**src/rtl/unload_ship_if.sv**
```systemverilog
// Handshake bundle between the top-level sequencer and the ship unload controller.
// The sequencer drives start and the on-board counts. The controller drives strobes and status.
interface unload_ship_if #(
  parameter int CNT_W = 4
);
  logic             start;
  logic [CNT_W-1:0] crewSize;
  logic [CNT_W-1:0] passengerSize;
  logic [CNT_W-1:0] cargoSpace;
  logic             busy;
  logic             passengerOut;
  logic             cargoOut;
  logic             crewOut;
  logic             done;
  logic [2:0]       nextState;

  modport master (
    output start, crewSize, passengerSize, cargoSpace,
    input  busy, passengerOut, cargoOut, crewOut, done, nextState
  );

  modport slave (
    input  start, crewSize, passengerSize, cargoSpace,
    output busy, passengerOut, cargoOut, crewOut, done, nextState
  );
endinterface

```
**src/rtl/unload_ship.sv**
```systemverilog
// Ship unload controller: drains passengers, then cargo, then crew, one item per clock.
// A wrong crew complement parks the controller in ERR until reset.
module unload_ship #(
  parameter int CNT_W      = 4,
  parameter int FIXED_CREW = 4
) (
  input logic          clk,
  input logic          reset,
  unload_ship_if.slave bus
);

  typedef enum logic [2:0] {
    ST_IDLE  = 3'd0,
    ST_PASS  = 3'd1,
    ST_CARGO = 3'd2,
    ST_CREW  = 3'd3,
    ST_DONE  = 3'd4,
    ST_ERR   = 3'd5
  } state_e;

  localparam logic [CNT_W-1:0] CNT_ZERO = {CNT_W{1'b0}};
  localparam logic [CNT_W-1:0] CNT_ONE  = CNT_W'(1);
  localparam logic [CNT_W-1:0] CREW_REQ = CNT_W'(FIXED_CREW);

  localparam logic [2:0] NS_REST   = 3'b001;
  localparam logic [2:0] NS_UNLOAD = 3'b100;
  localparam logic [2:0] NS_ERROR  = 3'b111;

  state_e           state_q, state_d;
  logic [CNT_W-1:0] p_cnt_q, p_cnt_d;
  logic [CNT_W-1:0] g_cnt_q, g_cnt_d;
  logic [CNT_W-1:0] c_cnt_q, c_cnt_d;

  logic       busy_s;
  logic       pass_out_s;
  logic       cargo_out_s;
  logic       crew_out_s;
  logic       done_s;
  logic [2:0] next_state_s;

  // Saturating decrement: a counter parked at zero stays there.
  function automatic logic [CNT_W-1:0] dec_sat(input logic [CNT_W-1:0] v);
    if (v != CNT_ZERO) begin
      dec_sat = v - CNT_ONE;
    end else begin
      dec_sat = CNT_ZERO;
    end
  endfunction

  // State and counter registers with synchronous reset.
  always_ff @(posedge clk) begin
    if (reset) begin
      state_q <= ST_IDLE;
      p_cnt_q <= CNT_ZERO;
      g_cnt_q <= CNT_ZERO;
      c_cnt_q <= CNT_ZERO;
    end else begin
      state_q <= state_d;
      p_cnt_q <= p_cnt_d;
      g_cnt_q <= g_cnt_d;
      c_cnt_q <= c_cnt_d;
    end
  end

  // Next-state and counter update logic.
  always_comb begin
    state_d = state_q;
    p_cnt_d = p_cnt_q;
    g_cnt_d = g_cnt_q;
    c_cnt_d = c_cnt_q;
    case (state_q)
      ST_IDLE: begin
        if (bus.start) begin
          p_cnt_d = bus.passengerSize;
          g_cnt_d = bus.cargoSpace;
          c_cnt_d = bus.crewSize;
          if (bus.crewSize == CREW_REQ) begin
            state_d = ST_PASS;
          end else begin
            state_d = ST_ERR;
          end
        end else begin
          state_d = ST_IDLE;
        end
      end
      ST_PASS: begin
        if (p_cnt_q != CNT_ZERO) begin
          p_cnt_d = dec_sat(p_cnt_q);
        end else begin
          state_d = ST_CARGO;
        end
      end
      ST_CARGO: begin
        if (g_cnt_q != CNT_ZERO) begin
          g_cnt_d = dec_sat(g_cnt_q);
        end else begin
          state_d = ST_CREW;
        end
      end
      ST_CREW: begin
        if (c_cnt_q != CNT_ZERO) begin
          c_cnt_d = dec_sat(c_cnt_q);
        end else begin
          state_d = ST_DONE;
        end
      end
      ST_DONE: begin
        state_d = ST_IDLE;
      end
      ST_ERR: begin
        state_d = ST_ERR;
      end
      default: begin
        state_d = ST_IDLE;
      end
    endcase
  end

  // Output decode from state and counters; strobes are mutually exclusive by state.
  always_comb begin
    busy_s       = 1'b0;
    pass_out_s   = 1'b0;
    cargo_out_s  = 1'b0;
    crew_out_s   = 1'b0;
    done_s       = 1'b0;
    next_state_s = NS_UNLOAD;
    case (state_q)
      ST_IDLE: begin
        next_state_s = NS_UNLOAD;
      end
      ST_PASS: begin
        busy_s     = 1'b1;
        pass_out_s = (p_cnt_q != CNT_ZERO);
      end
      ST_CARGO: begin
        busy_s      = 1'b1;
        cargo_out_s = (g_cnt_q != CNT_ZERO);
      end
      ST_CREW: begin
        busy_s     = 1'b1;
        crew_out_s = (c_cnt_q != CNT_ZERO);
      end
      ST_DONE: begin
        done_s       = 1'b1;
        next_state_s = NS_REST;
      end
      ST_ERR: begin
        next_state_s = NS_ERROR;
      end
      default: begin
        next_state_s = NS_UNLOAD;
      end
    endcase
  end

  assign bus.busy         = busy_s;
  assign bus.passengerOut = pass_out_s;
  assign bus.cargoOut     = cargo_out_s;
  assign bus.crewOut      = crew_out_s;
  assign bus.done         = done_s;
  assign bus.nextState    = next_state_s;

endmodule

```
**src/flat_wrapper.sv**
```systemverilog
// flat-port wrapper written by rule: the top's interface ports become plain ports
module unload_ship_flat 
#(
  parameter int CNT_W      = 4,
  parameter int FIXED_CREW = 4
)
  (clk, reset, bus_start, bus_crewSize, bus_passengerSize, bus_cargoSpace, bus_busy, bus_passengerOut, bus_cargoOut, bus_crewOut, bus_done, bus_nextState);
  unload_ship_if #(.CNT_W(CNT_W)) bus_i ();
  input logic clk;
  input logic reset;
  input wire logic [$bits(bus_i.start)-1:0] bus_start;
  input wire logic [$bits(bus_i.crewSize)-1:0] bus_crewSize;
  input wire logic [$bits(bus_i.passengerSize)-1:0] bus_passengerSize;
  input wire logic [$bits(bus_i.cargoSpace)-1:0] bus_cargoSpace;
  output wire logic [$bits(bus_i.busy)-1:0] bus_busy;
  output wire logic [$bits(bus_i.passengerOut)-1:0] bus_passengerOut;
  output wire logic [$bits(bus_i.cargoOut)-1:0] bus_cargoOut;
  output wire logic [$bits(bus_i.crewOut)-1:0] bus_crewOut;
  output wire logic [$bits(bus_i.done)-1:0] bus_done;
  output wire logic [$bits(bus_i.nextState)-1:0] bus_nextState;
  assign bus_i.start = bus_start;
  assign bus_i.crewSize = bus_crewSize;
  assign bus_i.passengerSize = bus_passengerSize;
  assign bus_i.cargoSpace = bus_cargoSpace;
  assign bus_busy = bus_i.busy;
  assign bus_passengerOut = bus_i.passengerOut;
  assign bus_cargoOut = bus_i.cargoOut;
  assign bus_crewOut = bus_i.crewOut;
  assign bus_done = bus_i.done;
  assign bus_nextState = bus_i.nextState;
  unload_ship #(.CNT_W(CNT_W), .FIXED_CREW(FIXED_CREW)) u_core (.clk(clk), .reset(reset), .bus(bus_i));
endmodule
```
**config.mk**
```make
export PLATFORM = sky130hd
export DESIGN_NAME = unload_ship_flat
export DESIGN_NICKNAME = d
export VERILOG_FILES = /design/src/rtl/unload_ship_if.sv /design/src/rtl/unload_ship.sv /design/src/flat_wrapper.sv
export SDC_FILE = /design/constraint.sdc
export NUM_CORES = 1
export LEC_CHECK = 0
export CAP_MARGIN = 30
export CORE_MARGIN = 3
export CORE_UTILIZATION = 25
export CTS_CLUSTER_SIZE = 40
export DETAILED_ROUTE_END_ITERATION = 10
export PLACE_DENSITY = 0.43
export SLEW_MARGIN = 20
export SYNTH_ARGS = -nofsm -noshare
export SYNTH_HDL_FRONTEND = slang
export SYNTH_SLANG_ARGS = --single-unit
```
**constraint.sdc**
```tcl
create_clock -name clk -period 3.3 [get_ports clk]
set_clock_uncertainty 0.1 [all_clocks]
set_input_delay 0.66 -clock clk [delete_from_list [all_inputs] [get_ports clk]]
set_output_delay 0.66 -clock clk [all_outputs]
set_load 0.01 [all_outputs]
```
==> results of run 1 <==
==> sequential cells by signal, summed over array words and instances (netlist names) <==
name	flops
u_core.state_q	3
u_core.p_cnt_q	4
u_core.c_cnt_q	4
u_core.g_cnt_q	4
==> worst max-delay path, stage by stage, from the launching register on <==
cell	delay [ns]
dfxtp_1	0.42
or3b_4	0.50
or2_2	0.35
inv_1	0.08
clkdlybuf4s50_1	0.53
==> worst paths after layout <==
kind | startpoint | end | slack [ns] | cells past startpoint
worst min-delay path | u_core.c_cnt_q[1] | u_core.c_cnt_q[1] | 0.39 | 2
worst max-delay path | u_core.state_q[0] | bus_passengerOut | 0.42 | 4
worst max register to register | u_core.state_q[1] | u_core.g_cnt_q[3] | 1.42 | 4
worst min register to register | u_core.c_cnt_q[1] | u_core.c_cnt_q[1] | 0.39 | 2
==> per-layer routing <==
metal | vias up | wire, um | part of all wire | global-route usage
met5 | - | 0 | 0 | 0
met4 | 0 | 31 | 0.014 | 0.0390
met3 | 5 | 96 | 0.042 | 0.0233
met2 | 18 | 981 | 0.43 | 0.142
met1 | 403 | 1180 | 0.52 | 0.140
li1 | 494 | - | - | -
==> cells in the mapped netlist (all sizes together) <==
master / count / share of area
and2b: 1 / 0.0088
or2b: 1 / 0.0075
a211oi: 5 / 0.043
nor4: 3 / 0.019
or4b: 1 / 0.010
or4: 1 / 0.0075
a21oi: 14 / 0.070
and2: 4 / 0.026
a31oi: 1 / 0.0063
nor2b: 1 / 0.0063
nand3: 1 / 0.0050
nor2: 14 / 0.053
buf: 4 / 0.026
nor3b: 6 / 0.045
ha: 3 / 0.038
o21a: 2 / 0.015
o2bb2ai: 1 / 0.0088
or2: 2 / 0.013
nor4b: 1 / 0.0088
nand2b: 2 / 0.013
dfxtp: 15 / 0.30
or3b: 2 / 0.023
a22oi: 1 / 0.0075
o22ai: 1 / 0.0063
mux2: 3 / 0.034
nor3: 4 / 0.020
clkbuf: 1 / 0.0038
nand3b: 2 / 0.015
inv: 10 / 0.038
o21ai: 13 / 0.099
a311oi: 1 / 0.0088
nand2: 4 / 0.015
==> kinds of logic (layout without fill, tap and decap cells) <==
logic type	Yosys count	in the layout	synth area share
AO/OA/AOI/OAI	39	39	0.265
adder cells (fa/ha/maj)	3	3	0.0376
buffers and inverters	15	37	0.0677
flip-flops	15	15	0.301
multiplexers	3	3	0.0339
AND/OR/NAND/NOR	50	50	0.295
==> per-stage QoR <==
step           instance area [um^2]  power [mW]  std cells  utilization  hold slack [ns]
6_report                       1300        1.14        195        0.347            0.394
5_1_grt                        1300        1.24        195        0.347            0.427
4_1_cts                        1300        1.15        195        0.347            0.395
3_5_place_dp                   1250       0.991        191        0.335            0.385
3_3_place_gp                   1250       0.989        191        0.335            0.389
2_1_floorplan                   997       0.818        125            -            0.358
==> final cells by class <==
class                      count  area [um^2]  share of cell area
clock buffer                   4         45.0              0.0346
inverter                      10         37.5              0.0289
tap                           48         60.1              0.0462
sequential                    15          300               0.231
multi-input combinational     95          629               0.484
timing repair buffer          23          228               0.175
==> power groups by stage <==
stage | combinational (mW) | sequential [mW] | clock [mW]
after floorplan | 0.503 | 0.315 | 0
after global placement | 0.657 | 0.333 | 0
after detailed placement | 0.656 | 0.335 | 0
after CTS | 0.659 | 0.331 | 0.155
after global routing | 0.730 | 0.347 | 0.164
final | 0.653 | 0.333 | 0.150
==> impl_metrics.csv, run 1 <==
group,metric,value,unit
run_status,outcome,"finished, final reports clean",
sta,final.setup.tns,0,ns
routing,vias_after_detailed_routing,920,
yosys,syn_avg_cell_area,7.98,um^2
routing,drtPass1Iterations,4,
cts,postCtsResizedCells,0,
die,num_rows,22,
finish,diodes,0,
die,floorplan.die_area,4780,um^2
finish,num-nets-final,166,
routing,detailed_route_wl,2290,um
sta,final.period_utilization,0.873,
placement,hpwlAfterDp,1710,um
sta,max_clock_freq,347,MHz
power_and_ir_drop,power.share.sequential,0.293,
die,die-height,69.2,um
power_and_ir_drop,static-leakage-power,0.476,nW
finish,syn2layout_area_growth,30.4,%
cts,clock-sinks,15,
power_and_ir_drop,intPower,0.652,mW
routing,routed_via_density,4.72,
global_route,grt_overflow_total,0,
placement,port-buffer-count,22,
sta,tightestPinTransition,0.672,ns
setup_path,startpoint_type,"flip-flop",
sta,final.min_clock_period,2.88,ns
setup_path,critical_path_peak_fanout,13,
setup_path,critical_path.endpoint_type,"output port",
cts,htreeDepth,1,
global_route,grt_pass1_vias,835,
setup_path,critical_path_required,2.54,ns
power_and_ir_drop,irDropWorstVdd,0.253,mV
power_and_ir_drop,clock_power_share,0.132,
placement,dp_slack,0.681,ns
finish,drive_above_1_share,0.116,
die,die_w,69.2,um
die,ios,23,
cts,cts.clk_slew.worst_paths,0.06,ns
routing,ant_nets,0,
yosys,yosys.cell_types.count,36,
sta,final-hold-violation-count,0,
global_route,grt_start_max_net_pins,17,
finish,final_cell_mix,"clkdlybuf4s50_1, dfxtp_1, nor2_1, a21oi_1",
global_route,grt_pass1_wl,3910,um
setup_path,critPathKind,"flip-flop to output port",
routing,drc,0,
sta,max-slew-margin-rel,0.551,
cts,cts_made_buffers,3,
flow_run,max_cap_viols,0,
routing,initial_drt_markers,77,
die,floorplan.initialDensity,0.266,
worst_hold_path,tightest_hold_check_type,"flip-flop to flip-flop",
sta,report.final.slew_viol_count,0,
cts,clk-insertion-delay-late,0.25,ns
placement,gp_congestion,0.733,
yosys,synthesis.nets,143,
yosys,synth.cell_area,997,um^2
routing,routed_wire_length_per_instance,11.7,um
power_and_ir_drop,fraction_of_power_spent_switching_nets,0.426,
cts,post-cts-setup-buffers,0,
setup_path,worst_endpoint_data_arrival_time,2.12,ns
yosys,postSynthCellCount,125,
cts,cts.hold.buffers_added,0,
global_route,grt.total_usage,0.0987,
power_and_ir_drop,pwr-share-comb,0.575,
power_and_ir_drop,power_density,874,nW/um^2
sta,rsz0062_at_grt,"no",
sta,post-route-worst-setup-slack,0.419,ns
die,placeableCoreArea,3740,um^2
cts,cts.path.max_buffers,2,
cts,cts_root_buffer,"clkbuf_8",
power_and_ir_drop,power.net_switching,0.484,mW
global_route,grt_antenna_before_repair,0,
cts,cts_tree,"done",
finish,num-fill-cells,421,
yosys,synth_seq_cells,15,
finish,mostFrequentLayoutCell,"clkdlybuf4s50_1",
sta,finalSetupViolCount,0,
yosys,synth-seq-area-share,0.301,
yosys,synth_warnings,0,
No activity file was read; power rests on OpenSTA's default activity.
==> inputs of run 2 (changes only) <==
--- a/config.mk
+++ b/config.mk
@@ -5,7 +5,6 @@
 export SDC_FILE = /design/constraint.sdc
 export NUM_CORES = 1
 export LEC_CHECK = 0
-export CAP_MARGIN = 30
 export CORE_MARGIN = 3
 export CORE_UTILIZATION = 25
 export CTS_CLUSTER_SIZE = 40
==> results of run 2 <==
Final layout, timing and power as in run 1 (identical DEF).
